--- config.mk ---
export PLATFORM = sky130hd
export DESIGN_NAME = frac_baud_gen
export DESIGN_NICKNAME = d
export VERILOG_FILES = /design/src/rtl/frac_baud_gen.sv
export SDC_FILE = /design/constraint.sdc
export NUM_CORES = 1
export LEC_CHECK = 0
export CORE_MARGIN = 3
export CORE_UTILIZATION = 57
export DETAILED_ROUTE_END_ITERATION = 8
export PLACE_DENSITY = 0.79
export SLEW_MARGIN = 20
export SYNTH_ARGS = -nofsm -noshare
export SYNTH_HDL_FRONTEND = slang
export SYNTH_SLANG_ARGS = --single-unit
--- constraint.sdc ---
create_clock -name clk -period 3.3 [get_ports clk]
set_input_delay 0.495 -clock clk [delete_from_list [all_inputs] [get_ports clk]]
set_output_delay 0.495 -clock clk [all_outputs]
set_load 0.005 [all_outputs]
--- src/rtl/frac_baud_gen.sv ---
// Fractional baud generator.
//
// Produces an oversample tick (os_tick) whose average period is
// div_int + 1 + div_frac / 2^FRAC_WIDTH clock cycles. It also produces a bit
// tick (bit_tick) on every OVERSAMPLE-th os_tick. The fractional part is
// accumulated once per os period. Its carry stretches the following period by
// one cycle, so the rate never drifts.
//
// Ports:
//   clk       system clock
//   reset     asynchronous, active-high reset
//   en        count enable; low freezes all counting state
//   load      one-cycle pulse: capture div_int/div_frac and restart all counters
//   div_int   integer divisor; base os period is div_int + 1 cycles
//   div_frac  fractional divisor, added to the accumulator once per os period
//   os_tick   registered one-cycle pulse per oversample period
//   bit_tick  registered one-cycle pulse, coincident with every OVERSAMPLE-th os_tick

module frac_baud_gen #(
  parameter int unsigned INT_WIDTH  = 16,
  parameter int unsigned FRAC_WIDTH = 4,
  parameter int unsigned OVERSAMPLE = 16
) (
  input  logic                  clk,
  input  logic                  reset,
  input  logic                  en,
  input  logic                  load,
  input  logic [INT_WIDTH-1:0]  div_int,
  input  logic [FRAC_WIDTH-1:0] div_frac,
  output logic                  os_tick,
  output logic                  bit_tick
);

  localparam int unsigned OsW = (OVERSAMPLE > 1) ? $clog2(OVERSAMPLE) : 1;
  localparam logic [OsW-1:0] OsLast = OsW'(OVERSAMPLE - 1);
  localparam logic [OsW-1:0] OsOne  = OsW'(1);
  localparam logic [INT_WIDTH:0] CntOne = (INT_WIDTH + 1)'(1);

  logic [INT_WIDTH-1:0]  div_int_q, div_int_d;
  logic [FRAC_WIDTH-1:0] div_frac_q, div_frac_d;
  // One bit wider than the divisor so that limit = all-ones + carry still fits.
  logic [INT_WIDTH:0]    cnt_q, cnt_d;
  logic [FRAC_WIDTH-1:0] acc_q, acc_d;
  logic                  carry_pend_q, carry_pend_d;
  logic [OsW-1:0]        os_cnt_q, os_cnt_d;
  logic                  os_tick_q, os_tick_d;
  logic                  bit_tick_q, bit_tick_d;

  logic [INT_WIDTH:0]    limit;
  logic [FRAC_WIDTH:0]   frac_sum;
  logic                  wrap;

  assign limit    = {1'b0, div_int_q} + {{INT_WIDTH{1'b0}}, carry_pend_q};
  assign frac_sum = {1'b0, acc_q} + {1'b0, div_frac_q};
  assign wrap     = (cnt_q == limit);

  always_comb begin
    div_int_d    = div_int_q;
    div_frac_d   = div_frac_q;
    cnt_d        = cnt_q;
    acc_d        = acc_q;
    carry_pend_d = carry_pend_q;
    os_cnt_d     = os_cnt_q;
    // Ticks are pulses; they drop unless this edge wraps.
    os_tick_d    = 1'b0;
    bit_tick_d   = 1'b0;

    if (load) begin
      // Load beats enable and suppresses any tick due on this edge.
      div_int_d    = div_int;
      div_frac_d   = div_frac;
      cnt_d        = '0;
      acc_d        = '0;
      carry_pend_d = 1'b0;
      os_cnt_d     = '0;
    end else if (en) begin
      if (wrap) begin
        cnt_d        = '0;
        acc_d        = frac_sum[FRAC_WIDTH-1:0];
        // The carry lengthens only the period that starts now.
        carry_pend_d = frac_sum[FRAC_WIDTH];
        os_tick_d    = 1'b1;
        if (os_cnt_q == OsLast) begin
          os_cnt_d   = '0;
          bit_tick_d = 1'b1;
        end else begin
          os_cnt_d   = os_cnt_q + OsOne;
        end
      end else begin
        cnt_d = cnt_q + CntOne;
      end
    end
  end

  always_ff @(posedge clk or posedge reset) begin
    if (reset) begin
      div_int_q    <= '0;
      div_frac_q   <= '0;
      cnt_q        <= '0;
      acc_q        <= '0;
      carry_pend_q <= 1'b0;
      os_cnt_q     <= '0;
      os_tick_q    <= 1'b0;
      bit_tick_q   <= 1'b0;
    end else begin
      div_int_q    <= div_int_d;
      div_frac_q   <= div_frac_d;
      cnt_q        <= cnt_d;
      acc_q        <= acc_d;
      carry_pend_q <= carry_pend_d;
      os_cnt_q     <= os_cnt_d;
      os_tick_q    <= os_tick_d;
      bit_tick_q   <= bit_tick_d;
    end
  end

  assign os_tick  = os_tick_q;
  assign bit_tick = bit_tick_q;

endmodule

==> impl_metrics.py, run 1 <==
metrics = {
    "run_status": {
        "outcome": "completed",
    },
    "die": {
        "die_area_mm2": 0.00583,
        "rows": 24,
        "die_width_um": 76.4,
        "ioPinCount": 26,
        "start_util_pct": 61.8,
        "fp.dieH_um": 76.4,
        "fp.coreArea_mm2": 0.00456,
    },
    "final_layout": {
        "nets": 336,
        "syn_to_final_growth_pct": 12.5,
        "diodes": 0,
        "drive_above_1_share_pct": 11.6,
        "seqCellArea_mm2": 0.00120,
        "fillers": 381,
        "fin_util_pct": 69.5,
        "fin_cells": 368,
        "multi_input_area_mm2": 0.00151,
        "final_cell_area_mm2": 0.00317,
    },
    "drt": {
        "post_drt_via_cell_ratio": 6.01,
        "dr.pass1.iters": 4,
        "drt_iter0_drc": 104,
        "vias": 2212,
        "wl_um": 5910,
        "drc": 0,
        "wl_per_cell_um": 16.1,
        "antenna_left": 0,
    },
    "setup_path": {
        "worst_r2r_endpoint": "os_cnt_q[2]$_DFFE_PP0P_",
        "cp-start-kind": "flip-flop",
        "worstPathRequired_ps": 3530,
        "reg2reg_from": "carry_pend_q$_DFFE_PP0P_",
        "reg2reg_depth": 9,
        "arrival_ps": 3180,
        "critPathKind": "reg -> reg",
        "ff2ff_setup_slack_ps": 350,
        "endpoint_kind": "flip-flop",
        "critPathMaxFanout": 14,
    },
    "synthesis": {
        "synth.area.top_cells": "dfrtp_1 43%, mux2_2 7.2%, xnor2_1 5.9%, xor2_1 3.7%, ha_1 3.5%",
        "synth_area_leader_cell": "dfrtp_1",
        "synth-edff-count": 0,
        "synth-warning-count": 0,
        "synth_seq_cells": 48,
        "syn_inst": 284,
        "synth_most_common_cell": "dfrtp_1",
        "synth_top_cell_area_share_pct": 42.6,
        "synth_common_cells": "48 x dfrtp_1, 19 x nand2_1, 19 x xnor2_1",
        "ys.flop_type": "dfrtp_1",
        "syn_area_mm2": 0.00282,
        "ys_seq_area_share_pct": 42.6,
        "synth.avg_cell_area_um2": 9.94,
        "synth_nets": 317,
        "synthArstFlopShare_pct": 100,
        "synth.distinct_cells": 53,
    },
    "cts": {
        "path_clk_slew_ps": 80,
        "cts_tree": "done",
        "cts_buffers": 5,
        "h-tree-depth": 2,
        "cts_resized": 0,
        "clock_sinks": 48,
        "cts-root-buf": "clkbuf_8",
        "cts_buffer_depth": 2,
        "post-cts-setup-buffers": 0,
        "cts-hold-fix-buffers": 0,
        "clock_latency_ps": 290,
    },
    "sta": {
        "maxSlewViolCount": 0,
        "post-route-min-period_ps": 2950,
        "finalSetupViolations": 0,
        "rsz0062_at_grt": "false",
        "relSlewSlack_pct": 34.9,
        "hold_viol": 0,
        "fin_ws_ps": 352,
        "fin_crit_sh_pct": 89.3,
        "worst_pin_slew_ps": 975,
        "fmax_mhz": 339,
        "fin_setup_tns_ps": 0,
        "holdWs_ps": 524,
        "final.setup_skew_ps": 3.89,
    },
    "pwr": {
        "p_total_mw": 1.13,
        "peakVddDrop_mv": 0.257,
        "p_per_area_mw_per_mm2": 357,
        "leakage_nw": 1.33,
    },
    "place": {
        "dp_hpwl_um": 4190,
        "port_buffers": 25,
        "dpl.cell_count": 361,
        "place_congestion": 0.939,
        "dpl_cell_area_mm2": 0.00310,
        "dp_slack_ps": 397,
    },
    "grt": {
        "antenna_found_initial": 0,
        "grtUsageTotal_pct": 21.2,
        "grt_max_degree": 53,
        "grt_pass1_wl_um": 10200,
        "grt_pass1_vias": 2183,
        "grt-ovfl-total": 0,
    },
    "min_path": {
        "min_path_type": "reg -> reg",
        "worstHoldPathCells": 1,
        "hold-path-endpoint": "div_frac_q[0]$_DFFE_PP0P_",
        "min-delay-start": "div_frac_q[0]$_DFFE_PP0P_",
    },
    "job": {
        "drv_cap": 0,
    },
}
-- worst max-delay path by stage --
stage | from | to | slack (ps)
CTS | carry_pend_q$_DFFE_PP0P_ | os_cnt_q[2]$_DFFE_PP0P_ | 370
floorplan | div_int_q[0]$_DFFE_PP0P_ | os_cnt_q[2]$_DFFE_PP0P_ | 720
global placement | carry_pend_q$_DFFE_PP0P_ | os_cnt_q[2]$_DFFE_PP0P_ | 470
finish | carry_pend_q$_DFFE_PP0P_ | os_cnt_q[2]$_DFFE_PP0P_ | 350
detailed placement | carry_pend_q$_DFFE_PP0P_ | acc_q[2]$_DFFE_PP0P_ | 400
global route | carry_pend_q$_DFFE_PP0P_ | os_cnt_q[2]$_DFFE_PP0P_ | 110
-- kinds of logic (layout without fill, tap and decap cells) --
kind of cell             after synthesis  in the layout  share of synthesized area, %
flip-flops                            48             48                          42.6
adder cells (fa/ha/maj)                9              9                          4.26
multiplexers                          22             22                          8.60
buffers and inverters                 24             43                          3.86
XOR/XNOR                              31             31                          9.62
AO/OA/AOI/OAI                         54             54                          12.3
AND/OR/NAND/NOR                       96             96                          18.8
-- cells in the final DEF (no fill, tap or decap), drive strengths merged, types with 2 or more instances in the layout --
cell type      instances
a211o                  3
a211oi                 4
a21o                   2
a21oi                 14
a22oi                  2
a31oi                  5
and3                  11
and4                   4
buf                    5
clkbuf                 6
clkdlybuf4s50         24
clkinv                 2
dfrtp                 48
ha                     8
inv                    6
mux2                  18
mux2i                  4
nand2                 19
nand3                 16
nand3b                 2
nand4                  3
nand4b                 2
nor2                  11
nor2b                  3
nor3                  12
nor3b                  3
nor4                   3
o21ai                 15
xnor2                 19
xor2                  12
-- per-layer routing --
layer / share of wire, % / global-route usage [%] / wire [µm]
met4: 0.56 / 4.35 / 33
met5: 0 / 0 / 0
met1: 45 / 28.0 / 2660
met3: 4.3 / 4.14 / 255
met2: 50 / 36.2 / 2970
-- report_power, final --
part | leakage (nW) | internal [mW] | switching [mW]
clock | 0.0410 | 0.145 | 0.187
sequential | 0.625 | 0.614 | 0.0340
combinational | 0.663 | 0.0818 | 0.0720
total | 1.33 | 0.840 | 0.293
-- flip-flops by register name, indices dropped and copies added, names as in the netlist --
name and flops:
carry_pend_q 1, acc_q 4, os_tick 1, div_int_q 16, os_cnt_q 4, bit_tick 1
cnt_q 17, div_frac_q 4
-- worst max-delay path, cell delays in order (launching register included) --
cell and delay [ps]:
dfrtp_1 370, ha_1 190, ha_1 240, and3_1 290, nand4_1 140, or4b_1 500, a211oi_2 250, nand4_1 160
nor2_2 510, a31o_2 250
-- layout make-up --
| class | instances | area share, % |
|---|---|---|
| clock inverters | 1 | 0.158 |
| inverters | 7 | 0.828 |
| clock buffers | 6 | 2.29 |
| repair buffers | 29 | 8.67 |
| flip-flops and latches | 48 | 37.8 |
| multi-input cells | 212 | 47.7 |
| well taps | 65 | 2.56 |
Note: power is estimated with default switching activity, not from simulation.
==> inputs of run 2 (changes only) <==
CORE_UTILIZATION = 50   (was 57)
CTS_CLUSTER_SIZE = 16   (was default)
PLACE_DENSITY = 0.71   (was 0.79)
==> impl_metrics.py, run 2 (same netlist as run 1, synthesis figures left out) <==
metrics = {
    "final_layout": {
        "fin_util_pct": 60.8,
        "top_register": "cnt_q",
        "syn_to_final_growth_pct": 13.4,
        "fillers": 467,
        "multi_input_area_mm2": 0.00151,
        "largest_reg_flops": 17,
        "final_common_cell": "dfrtp_1",
        "seqCellArea_mm2": 0.00120,
        "nets": 337,
        "layout_common_cells": "48 x dfrtp_1, 24 x clkdlybuf4s50_1, 19 x xnor2_1, 19 x nand2_1, 18 x mux2_2",
        "drive_above_1_share_pct": 11.8,
        "fin_cells": 375,
        "diodes": 0,
        "top_regs": "cnt_q x17, div_int_q x16",
    },
    "setup_path": {
        "endpoint_kind": "flip-flop",
        "arrival_ps": 3220,
        "cp-start-kind": "flip-flop",
        "critPathKind": "reg -> reg",
        "worstPathRequired_ps": 3500,
        "critPathMaxFanout": 11,
    },
    "die": {
        "die_width_um": 81.1,
        "rows": 26,
        "start_util_pct": 53.6,
        "ioPinCount": 26,
        "fp.dieH_um": 81.1,
        "die_area_mm2": 0.00658,
        "fp.coreArea_mm2": 0.00527,
    },
    "pwr": {
        "combPwrFrac_pct": 13.1,
        "peakVddDrop_mv": 0.212,
        "p_sw_share_pct": 25.8,
        "internal-power_uw": 867,
        "p_switching_uw": 302,
        "pwr-share-clk_pct": 31.6,
        "p_seq_share_pct": 55.4,
        "leakage_nw": 1.34,
        "p_per_area_mw_per_mm2": 365,
    },
    "sta": {
        "fmax_mhz": 331,
        "hold_viol": 0,
        "post-route-min-period_ps": 3020,
        "worst_pin_slew_ps": 824,
        "maxSlewViolCount": 0,
        "fin_crit_sh_pct": 91.5,
        "finalSetupViolations": 0,
        "rsz0062_at_grt": "false",
        "fin_setup_tns_ps": 0,
        "relSlewSlack_pct": 45.0,
        "final.setup_skew_ps": 7.17,
    },
    "cts": {
        "cts_tree": "done",
        "path_clk_slew_ps": 80,
        "h-tree-depth": 2,
        "cts-root-buf": "clkbuf_8",
        "clock_latency_ps": 310,
        "post-cts-setup-buffers": 0,
        "cts-hold-fix-buffers": 0,
        "clock_sinks": 48,
        "cts_resized": 0,
        "cts_buffer_depth": 2,
        "cts_buffers": 5,
    },
    "place": {
        "dpl.cell_count": 367,
        "port_buffers": 25,
        "dp_hpwl_um": 4110,
        "place_congestion": 0.842,
    },
    "drt": {
        "dr.pass1.iters": 4,
        "post_drt_via_cell_ratio": 5.78,
        "vias": 2169,
        "drt_iter0_drc": 133,
        "wl_per_cell_um": 15.6,
        "drc": 0,
        "wl_um": 5860,
        "antenna_left": 0,
    },
    "job": {
        "drv_cap": 0,
    },
    "grt": {
        "grtUsageTotal_pct": 20.2,
        "grt-ovfl-total": 0,
        "grt_pass1_vias": 2111,
        "antenna_found_initial": 0,
        "grt_max_degree": 53,
        "grt_pass1_wl_um": 10200,
    },
    "min_path": {
        "min_path_type": "reg -> reg",
    },
    "run_status": {
        "outcome": "completed",
    },
}
==> run 2: cell types whose count changed in the layout (fill, tap and decap cells not counted) <==
cell / before / now
clkbuf_8: 5 / 6
buf_4: 4 / 5
clkbuf_1: 1 / 2
inv_2: 1 / 0
==> run 2: layout make-up <==
| cell class | instances | area share (%) |
|---|---|---|
| well taps | 70 | 2.74 |
| multi-input cells | 212 | 47.2 |
| inverters | 7 | 0.860 |
| clock buffers | 8 | 2.81 |
| flip-flops and latches | 48 | 37.5 |
| repair buffers | 30 | 8.83 |
==> run 2: final timing paths <==
kind,startpoint,endpoint,slack [ps],cells past startpoint
setup / recovery,carry_pend_q$_DFFE_PP0P_,os_cnt_q[2]$_DFFE_PP0P_,280,9
min in group asynchronous,reset,div_int_q[7]$_DFFE_PP0P_,640,2
max in group asynchronous,reset,os_cnt_q[1]$_DFFE_PP0P_,2170,2
hold / removal,div_frac_q[2]$_DFFE_PP0P_,div_frac_q[2]$_DFFE_PP0P_,520,1
setup reg to reg,carry_pend_q$_DFFE_PP0P_,os_cnt_q[2]$_DFFE_PP0P_,280,9
hold reg to reg,div_frac_q[2]$_DFFE_PP0P_,div_frac_q[2]$_DFFE_PP0P_,520,1
==> run 2: routing by layer <==
| layer | wire [µm] | global-route usage [%] |
|---|---|---|
| met3 | 289 | 4.77 |
| met5 | 0 | 0 |
| met2 | 2720 | 32.9 |
| met1 | 2780 | 26.9 |
| met4 | 66 | 5.24 |
==> run 2: power groups by stage <==
stage / clock network, mW / logic [mW] / registers (mW)
6_report: 0.369 / 0.153 / 0.647
5_1_grt: 0.403 / 0.170 / 0.653
4_1_cts: 0.376 / 0.155 / 0.648
2_1_floorplan: 0 / 0.107 / 0.648
3_5_place_dp: 0 / 0.154 / 0.659
3_3_place_gp: 0 / 0.152 / 0.658
==> run 2: stage by stage <==
stage          hold slack [ps]  area (µm²)  setup slack [ps]  power (mW)
2_1_floorplan              487        2820               721       0.755
3_3_place_gp               499        3110               436       0.810
3_5_place_dp               508        3110               321       0.813
4_1_cts                    529        3200               301        1.18
5_1_grt                    554        3200              33.1        1.23
6_report                   522        3200               281        1.17
==> run 2: worst max-delay path, stage by stage (launching register included) <==
cell and delay [ps]:
dfrtp_1 370, ha_1 200, ha_1 250, and3_1 300
nand4_1 140, or4b_1 500, a211oi_2 250, and4_1 510
a311oi_1 160, a31o_2 230
